<file path="src/rtl/clkdiv_ctrl.sv">
`timescale 1ns / 1ps
`default_nettype none
// ============================================================================
// clkdiv_ctrl : programmable 50%-duty integer clock divider with control FSM
// Rev 1.0
// ============================================================================
module clkdiv_ctrl #(
    parameter int WIDTH   = 8,
    parameter int DEF_DIV = 7
) (
    input  logic             clk_in,
    input  logic             rst,
    input  logic             en,
    input  logic             cfg_valid,
    input  logic [WIDTH-1:0] cfg_div,
    output logic             cfg_ready,
    output logic             cfg_err,
    output logic             clk_out,
    output logic             period_tick,
    output logic             running,
    output logic [WIDTH-1:0] cur_div
);

    typedef enum logic [1:0] {
        ST_OFF  = 2'd0,
        ST_RUN  = 2'd1,
        ST_STOP = 2'd2
    } state_t;

    localparam logic [WIDTH-1:0] c_def_div = WIDTH'(DEF_DIV);
    localparam logic [WIDTH-1:0] c_one     = WIDTH'(1);
    localparam logic [WIDTH-1:0] c_two     = WIDTH'(2);

    state_t           state_q, state_d;
    logic [WIDTH-1:0] cnt_q, cnt_d;
    logic [WIDTH-1:0] cur_div_q, cur_div_d;
    logic [WIDTH-1:0] pend_div_q, pend_div_d;
    logic             pend_q, pend_d;
    logic             clkp_q, clkp_d;
    logic             clkn_q, clkn_d;
    logic             cfg_err_q, cfg_err_d;

    logic [WIDTH-1:0] w_last;
    logic [WIDTH-1:0] w_half_m1;
    logic             w_wrap;
    logic             w_xfer;
    logic             w_accept;

    always_comb begin
        w_last    = cur_div_q - c_one;
        w_half_m1 = (cur_div_q >> 1) - c_one;
        w_wrap    = (cnt_q == w_last);
        w_xfer    = cfg_valid & ~pend_q;
        w_accept  = w_xfer & (cfg_div >= c_two);
    end

    always_comb begin
        state_d    = state_q;
        cnt_d      = cnt_q;
        clkp_d     = clkp_q;
        cur_div_d  = cur_div_q;
        pend_d     = pend_q;
        pend_div_d = pend_div_q;
        cfg_err_d  = w_xfer & (cfg_div < c_two);
        clkn_d     = clkp_q;

        case (state_q)
            ST_OFF: begin
                cnt_d  = '0;
                clkp_d = 1'b0;
                if (w_accept) begin
                    cur_div_d = cfg_div;
                end
                // A transfer on the start edge already uses the new divisor,
                // because cur_div feeds the compares only from the next edge on.
                if (en) begin
                    state_d = ST_RUN;
                    clkp_d  = 1'b1;
                end
            end
            default: begin
                state_d = en ? ST_RUN : ST_STOP;
                if (w_wrap) begin
                    cnt_d = '0;
                    if (pend_q) begin
                        cur_div_d = pend_div_q;
                        pend_d    = 1'b0;
                    end
                    if (state_q == ST_STOP && !en) begin
                        // No further period: a value offered now takes effect directly.
                        state_d = ST_OFF;
                        clkp_d  = 1'b0;
                        if (w_accept) begin
                            cur_div_d = cfg_div;
                        end
                    end else begin
                        clkp_d = 1'b1;
                        if (w_accept) begin
                            pend_d     = 1'b1;
                            pend_div_d = cfg_div;
                        end
                    end
                end else begin
                    cnt_d = cnt_q + c_one;
                    if (cnt_q == w_half_m1) begin
                        clkp_d = 1'b0;
                    end
                    if (w_accept) begin
                        pend_d     = 1'b1;
                        pend_div_d = cfg_div;
                    end
                end
            end
        endcase
    end

    always_ff @(posedge clk_in or negedge rst) begin
        if (!rst) begin
            state_q    <= ST_OFF;
            cnt_q      <= '0;
            clkp_q     <= 1'b0;
            cur_div_q  <= c_def_div;
            pend_q     <= 1'b0;
            pend_div_q <= '0;
            cfg_err_q  <= 1'b0;
        end else begin
            state_q    <= state_d;
            cnt_q      <= cnt_d;
            clkp_q     <= clkp_d;
            cur_div_q  <= cur_div_d;
            pend_q     <= pend_d;
            pend_div_q <= pend_div_d;
            cfg_err_q  <= cfg_err_d;
        end
    end

    // Half-cycle extension of the high phase for odd divisors.
    always_ff @(negedge clk_in or negedge rst) begin
        if (!rst) begin
            clkn_q <= 1'b0;
        end else begin
            clkn_q <= clkn_d;
        end
    end

    always_comb begin
        running     = (state_q != ST_OFF);
        period_tick = running && (cnt_q == '0);
        cfg_ready   = ~pend_q;
        cfg_err     = cfg_err_q;
        cur_div     = cur_div_q;
        clk_out     = clkp_q | (cur_div_q[0] & clkn_q);
    end

endmodule
`default_nettype wire
</file>
<file path="config.mk">
export PLATFORM = sky130hd
export DESIGN_NAME = clkdiv_ctrl
export DESIGN_NICKNAME = d
export VERILOG_FILES = /design/src/rtl/clkdiv_ctrl.sv
export SDC_FILE = /design/constraint.sdc
export NUM_CORES = 1
export LEC_CHECK = 0
export BUFFER_PORTS_ARGS = -buffer_cell sky130_fd_sc_hd__buf_2
export CORE_UTILIZATION = 31
export DETAILED_ROUTE_END_ITERATION = 8
export PLACE_DENSITY = 0.47
export SLEW_MARGIN = 10
export SYNTH_ARGS = -nofsm -noshare
export SYNTH_HDL_FRONTEND = slang
export SYNTH_SLANG_ARGS = --single-unit
</file>
<file path="constraint.sdc">
create_clock -name clk_in -period 2.87 [get_ports clk_in]
set_input_delay 0.287 -clock clk_in [delete_from_list [all_inputs] [get_ports clk_in]]
set_output_delay 0.287 -clock clk_in [all_outputs]
set_load 0.02 [all_outputs]
</file>
# Yosys cells after proc, flatten, opt, wreduce, memory -nomap -nowiden
# Cells that the tools add are included.
totals:
  memories: 0
  mem_bits_rw: 0
  register_bits: 30
  latch_bits: 0
  word_cells: 63
  input_bits: 12
  mem_bits_ro: 0
classes:
  n_reduce_logical: 12
  add_sub_neg: 3
  eq_ne: 6
  div: 0
  n_mux: 25
  n_lt_le_gt_ge: 2
  bitwise: 7
  multipliers: 0
  n_shift: 0
ops:
  columns: ["cell", "n"]
  rows:
  - ["2-to-1 mux 8 bit", 11]
  - ["equality test 8 bit", 2]
  - ["2-to-1 mux 2 bit", 5]
  - ["2-to-1 mux 1 bit", 9]
  - ["adder 8 x 1 -> 8 bit, second input constant", 1]
  - ["greater-or-equal comparator 8 x 2 -> 1 bit, second input constant", 1]
  - ["zero test 8 bit", 1]
  - ["less-than comparator 8 x 2 -> 1 bit, second input constant", 1]
  - ["subtractor 7 x 1 -> 8 bit, second input constant", 1]
  - ["subtractor 8 x 1 -> 8 bit, second input constant", 1]
  - ["inequality test 2 bit, second input constant", 3]
  - ["AND reduction 2 bit", 3]
  - ["nonzero test 2 bit", 3]
  - ["AND 1 bit", 4]
  - ["nonzero test 3 bit", 1]
  - ["equality test 2 bit, second input constant", 1]
  - ["logical AND 1 bit", 2]
  - ["zero test 2 bit", 1]
  - ["NOT 1 bit", 2]
  - ["zero test 1 bit", 1]
  - ["bitwise OR 1 bit", 1]

# Longest topological paths before layout
# Gate-level depths: netlist of run 1.
depth:
  depth_word: 7
  depth_mapped: 11

==> impl_metrics.tcl, run 1 <==
set metrics [dict create \
    placedCellCount 320 \
    globalRouteTotalUtil 0.167 \
    placeableCoreArea_um2 6350 \
    status "completed" \
    power.combinational.fraction 0.490 \
    synth.cell_area_um2 2040 \
    initial_core_util 0.322 \
    synth_area_per_cell_um2 9.12 \
    timing.critical_path.to_type "output pin" \
    half_perimeter_wire_length_after_placement_mm 3.80 \
    worstPathRequired_ps 2580 \
    post_synth_inst_count 224 \
    die_y_um 83.2 \
    filler_cell_count 670 \
    area_growth_syn_to_layout_pct 14.8 \
    placement.io_buffers 24 \
    synth_edf_count 0 \
    worst_margin_pin_slew_ps 448 \
    post_cts_buffers 0 \
    fin_setup_tns_ps 0 \
    routedWlPerCell_um 15.7 \
    floorplan.die_area_um2 6920 \
    via_count 1712 \
    holdBufCountCts 0 \
    tritoncts_clock_tree "yes" \
    power_frac_clock 0.169 \
    antenna-diode-count 0 \
    timing.clock.skew_ps 8.01 \
    commonest_cells_after_routing_fill_and_taps_aside "26 x dfrtp_1, 24 x nor2_1, 24 x buf_2" \
    overflow 0 \
    number_of_antenna_violations_at_the_first_check_in_global_routing 0 \
    postPlaceCellArea_um2 2250 \
    setup_viol 0 \
    finalPower_mw 2.12 \
    path_max_fanout 1 \
    clock_insertion_delay_worst_skew_ps 290 \
    instances_no_fill 328 \
    cts.sinks 30 \
    post_cts_resized 0 \
    multi_input_comb_area_um2 1160 \
    seq_area_um2 754 \
    share_of_cells_above_drive_strength_1 0.243 \
    timing.max_slew.rel_slack 0.701 \
    flop2flop_setup_slack_ps 250 \
    p_sw_frac 0.434 \
    reg2reg_depth 8 \
    power-per-cell-area_nw_per_um2 902 \
    synth-warning-count 0 \
    die_w_um 83.2 \
    worstSetupStartpoint "clkn_q" \
    switchingPower_uw 919 \
    top_level_ports 25 \
    seq_area_frac_synth 0.369 \
    asyncSetResetFlopFracSynth 1.00 \
    startpoint_of_the_most_critical_register_to_register_path "cur_div[2]" \
    clk_path_buf_depth 2 \
    maxCapViolCount 0 \
    numnets_final 266 \
    grt_setup_unrepaired "false" \
    clkTransAtPathRegs_ps 70 \
    yosys.cell_types.count 46 \
    drv_slew 0 \
    detail_route.wirelength_mm 5.14 \
    min_path_type "in2async" \
    max-vdd-ir-drop_mv 0.293 \
    crit_arrival_ps 2360 \
    capture_point_of_the_worst_path "clk_out" \
    leakagePower_nw 1.07 \
    final_common_cell "dfrtp_1" \
    grt_pass1_wl_mm 9.00 \
    clock-root-buffer "clkbuf_8" \
    synth_flop_cell "dfrtp_1" \
    place_congestion 0.770 \
    ws_path_type "reg2out" \
    synthesis.nets 240 \
    postLayoutCellArea_um2 2350 \
    post_detailed_route_drc_marker_count 0 \
    grt_start_max_net_pins 30 \
    hold_violations 0 \
    number_of_global_route_vias_before_repair 1655 \
    drtIter0Drc 78 \
    cts_inserted_buffers 5 \
    critPathLaunchType "register" \
    ys_ff_latch 30 \
    route.antenna.remaining_nets 0 \
    detailedRoute.firstPassIterationCount 4 \
    pint_mw 1.20 \
    regToRegEndpoint "pend_div_q[2]" \
    power_frac_seq 0.341 \
    h-tree-depth 2 \
    viasPerCell 5.22 \
    std_cell_rows 29 \
]
critical path: stages (launching register included):
cell and delay [ps]:
dfrtn_1 320, a21o_1 170, buf_2 150
routing by layer:
metal,up-vias,global-route usage,wire length [um]
met5,-,0,0
met4,0,0.0643,79
met3,9,0.0348,176
met2,33,0.251,2280
met1,817,0.235,2600
li1,853,-,-
worst min-delay path by stage:
| stage | end | slack (ps) | depth (start not counted) |
|---|---|---|---|
| after floorplan | cfg_err | -9 | 0 |
| after global placement | state_q[1] | 360 | 2 |
| after detailed placement | state_q[1] | 370 | 2 |
| after CTS | cfg_err | 50 | 2 |
| after global routing | cfg_err | 60 | 2 |
| final | cfg_err | 30 | 2 |
layout make-up:
cell class / instances / area share
well taps: 77 / 0.0411
repair buffers: 35 / 0.0864
clock buffers: 7 / 0.0368
clock inverters: 1 / 0.00213
flip-flops and latches: 30 / 0.322
multi-input cells: 166 / 0.493
inverters: 12 / 0.0192
stage by stage:
stage	hold WS [ps]	util	setup slack [ps]
CTS	51.3	0.369	209
floorplan	-8.59	-	112
detailed placement	366	0.355	273
global placement	357	0.355	295
finish	25.1	0.369	221
global route	63.6	0.369	74.1
Yosys cell counts (2+ instances only):
cell,n,area share
xnor2_1,17,0.073
o22ai_1,9,0.028
o32a_1,8,0.039
ha_1,4,0.024
inv_1,11,0.020
dfstp_2,3,0.039
dfrtp_1,26,0.32
o21ai_0,4,0.0098
nand2_1,13,0.024
a22o_1,2,0.0086
a21oi_1,11,0.027
and3_1,4,0.012
xor2_1,8,0.034
nor2b_1,2,0.0061
o211ai_1,9,0.033
buf_2,4,0.0098
nor4_1,2,0.0061
buf_4,4,0.015
mux2_2,9,0.050
nand3_1,14,0.034
nor3_1,5,0.012
nand2b_1,2,0.0061
clkbuf_1,7,0.013
nor2_1,24,0.044
power groups by stage:
stage               clock [mW]  sequential [mW]  combinational, mW
detailed placement           0            0.731               1.04
finish                   0.357            0.722               1.04
floorplan                    0            0.691              0.797
global route             0.404            0.745               1.16
global placement             0            0.730               1.04
CTS                      0.373            0.723               1.05
registers in the layout (all words and copies together) (netlist names):
signal      count
cfg_err         1
clkn_d          1
clkn_q          1
cnt_q           8
cur_div         8
pend_div_q      8
pend_q          1
state_q         2
cell families (layout without fill, tap and decap cells):
group,Yosys count,in the layout,share of synthesized area
AND/OR/NAND/NOR,75,75,0.194
adder cells (fa/ha/maj),4,4,0.0245
buffers and inverters,28,55,0.0649
XOR/XNOR,25,25,0.107
multiplexers,10,10,0.0545
flip-flops,30,30,0.369
AO/OA/AOI/OAI,52,52,0.186
No activity file was read; power rests on OpenSTA's default activity.
==> inputs of run 2 (changes only) <==
- CORE_MARGIN: default -> 2
- PLACE_DENSITY: 0.47 -> default
- TNS_END_PERCENT: default -> 10
==> run 2 against run 1 <==
  * Critical path depth did not move
  * Cell count fell by 0.91%
  * Flip-flop and latch count did not move
  * Hold slack improved by 78 ps
  * Die area rose by 4.9%
  * Clock-buffer cell count fell by 1
  * Sequential power rose by 2%
  * Sequential share of layout area rose by 0.43 points
  * Critical endpoint unchanged
  * Largest power group unchanged
  * Highest routed layer unchanged
==> impl_metrics.tcl, run 2 (synthesized netlist as in run 1, its figures left out) <==
set metrics [dict create \
    top_level_ports 25 \
    slowest_delay_ps 390 \
    clock-root-buffer "clkbuf_8" \
    crit_arrival_ps 2380 \
    startpoint_of_the_most_critical_register_to_register_path "cur_div[2]" \
    worstPathRequired_ps 2580 \
    regToRegEndpoint "pend_div_q[7]" \
    setup_viol 0 \
    routedWlPerCell_um 15.7 \
    grt_start_max_net_pins 30 \
    number_of_global_route_vias_before_repair 1673 \
    grt_pass1_wl_mm 8.63 \
    drv_slew 0 \
    power.combinational.fraction 0.489 \
    die_w_um 85.2 \
    post_cts_buffers 0 \
    timing.max_slew.rel_slack 0.529 \
    clock_insertion_delay_worst_skew_ps 280 \
    commonest_cells_after_routing_fill_and_taps_aside "26 x dfrtp_1, 24 x nor2_1, 24 x buf_2" \
    worstPathCellList "a21o_1 > buf_2" \
    pint_mw 1.15 \
    power_frac_seq 0.354 \
    maxCapViolCount 0 \
    cts_inserted_buffers 5 \
    final_common_cell "dfrtp_1" \
    drtIter0Drc 142 \
    finish.utilization 0.365 \
    worst_margin_pin_slew_ps 702 \
    post_cts_resized 0 \
    instances_no_fill 325 \
    via_count 1746 \
    max-vdd-ir-drop_mv 0.457 \
    grt_setup_unrepaired "false" \
    leakagePower_nw 1.05 \
    viasPerCell 5.37 \
    filler_cell_count 661 \
    timing.critical_path.to_type "output pin" \
    critPathLaunchType "register" \
    antenna-diode-count 0 \
    route.antenna.remaining_nets 0 \
    area_growth_syn_to_layout_pct 13.3 \
    reg2reg_depth 8 \
    numnets_final 263 \
    ws_path_type "reg2out" \
    postLayoutCellArea_um2 2310 \
    timing.clock.skew_ps 8.13 \
    std_cell_rows 29 \
    place_congestion 0.843 \
    initial_core_util 0.322 \
    half_perimeter_wire_length_after_placement_mm 3.81 \
    status "completed" \
    seq_area_um2 754 \
    number_of_antenna_violations_at_the_first_check_in_global_routing 0 \
    flop2flop_setup_slack_ps 240 \
    globalRouteTotalUtil 0.150 \
    overflow 0 \
    switchingPower_uw 921 \
    holdBufCountCts 0 \
    path_max_fanout 1 \
    cts.sinks 30 \
    cp_slowest_cell "dfrtn_1" \
    placeableCoreArea_um2 6350 \
    power_frac_clock 0.157 \
    placedCellCount 317 \
    power-per-cell-area_nw_per_um2 896 \
    floorplan.die_area_um2 7260 \
    min_path_type "in2async" \
    hold_violations 0 \
    fin_setup_tns_ps 0 \
    p_sw_frac 0.444 \
    clkTransAtPathRegs_ps 70 \
    die_y_um 85.2 \
    multi_input_comb_area_um2 1160 \
    placement.io_buffers 24 \
    tritoncts_clock_tree "yes" \
    post_detailed_route_drc_marker_count 0 \
    postPlaceCellArea_um2 2230 \
    detail_route.wirelength_mm 5.10 \
    detailedRoute.firstPassIterationCount 4 \
    share_of_cells_above_drive_strength_1 0.234 \
    clk_path_buf_depth 2 \
    h-tree-depth 2 \
]
run 2: cell count changes in the layout (fill, tap and decap cells not counted):
cell / previous run / this run
buf_4: 11 / 8
clkbuf_8: 6 / 5
clkinv_2: 1 / 2
run 2: power by group through the flow:
stage | combinational (mW) | clock [mW] | sequential, mW
finish | 1.02 | 0.326 | 0.733
global route | 1.13 | 0.356 | 0.758
CTS | 1.02 | 0.337 | 0.733
detailed placement | 1.02 | 0 | 0.741
global placement | 1.00 | 0 | 0.735
floorplan | 0.797 | 0 | 0.691
run 2: per-stage QoR:
stage          power [mW]  setup WS (ps)  hold WS [ps]
6_report             2.07            204           103
3_5_place_dp         1.76            241           421
5_1_grt              2.25           45.8           127
3_3_place_gp         1.74            298           409
4_1_cts              2.09            187           113
2_1_floorplan        1.49            112         -8.59
run 2: cell type report:
cell class	instances	share of cell area
clock buffers	6	0.0314
inverters	12	0.0195
multi-input cells	166	0.499
repair buffers	32	0.0778
clock inverters	2	0.00432
flip-flops and latches	30	0.326
well taps	77	0.0416
run 2: per-layer routing:
metal / track usage / part of all wire
met2: 0.237 / 0.48
met3: 0.0233 / 0.035
met1: 0.208 / 0.47
met5: 0 / 0
met4: 0.0519 / 0.016
run 2: how the worst max path moves through the flow:
stage | startpoint | endpoint | slack (ps) | cells after the start
2_1_floorplan | cur_div[2] | pend_div_q[0] | 110 | 9
3_3_place_gp | cur_div[2] | pend_div_q[5] | 300 | 8
3_5_place_dp | cur_div[2] | pend_div_q[7] | 240 | 8
4_1_cts | clkn_q | clk_out | 190 | 2
5_1_grt | cur_div[2] | pend_div_q[7] | 50 | 8
6_report | clkn_q | clk_out | 200 | 2
run 2: critical path: cells and delay by family, from the launching register on:
kind	cells	cell delay, ps
DFF	1	390
AOI/OAI and AO/OA	1	110
buffers and inverters	1	160
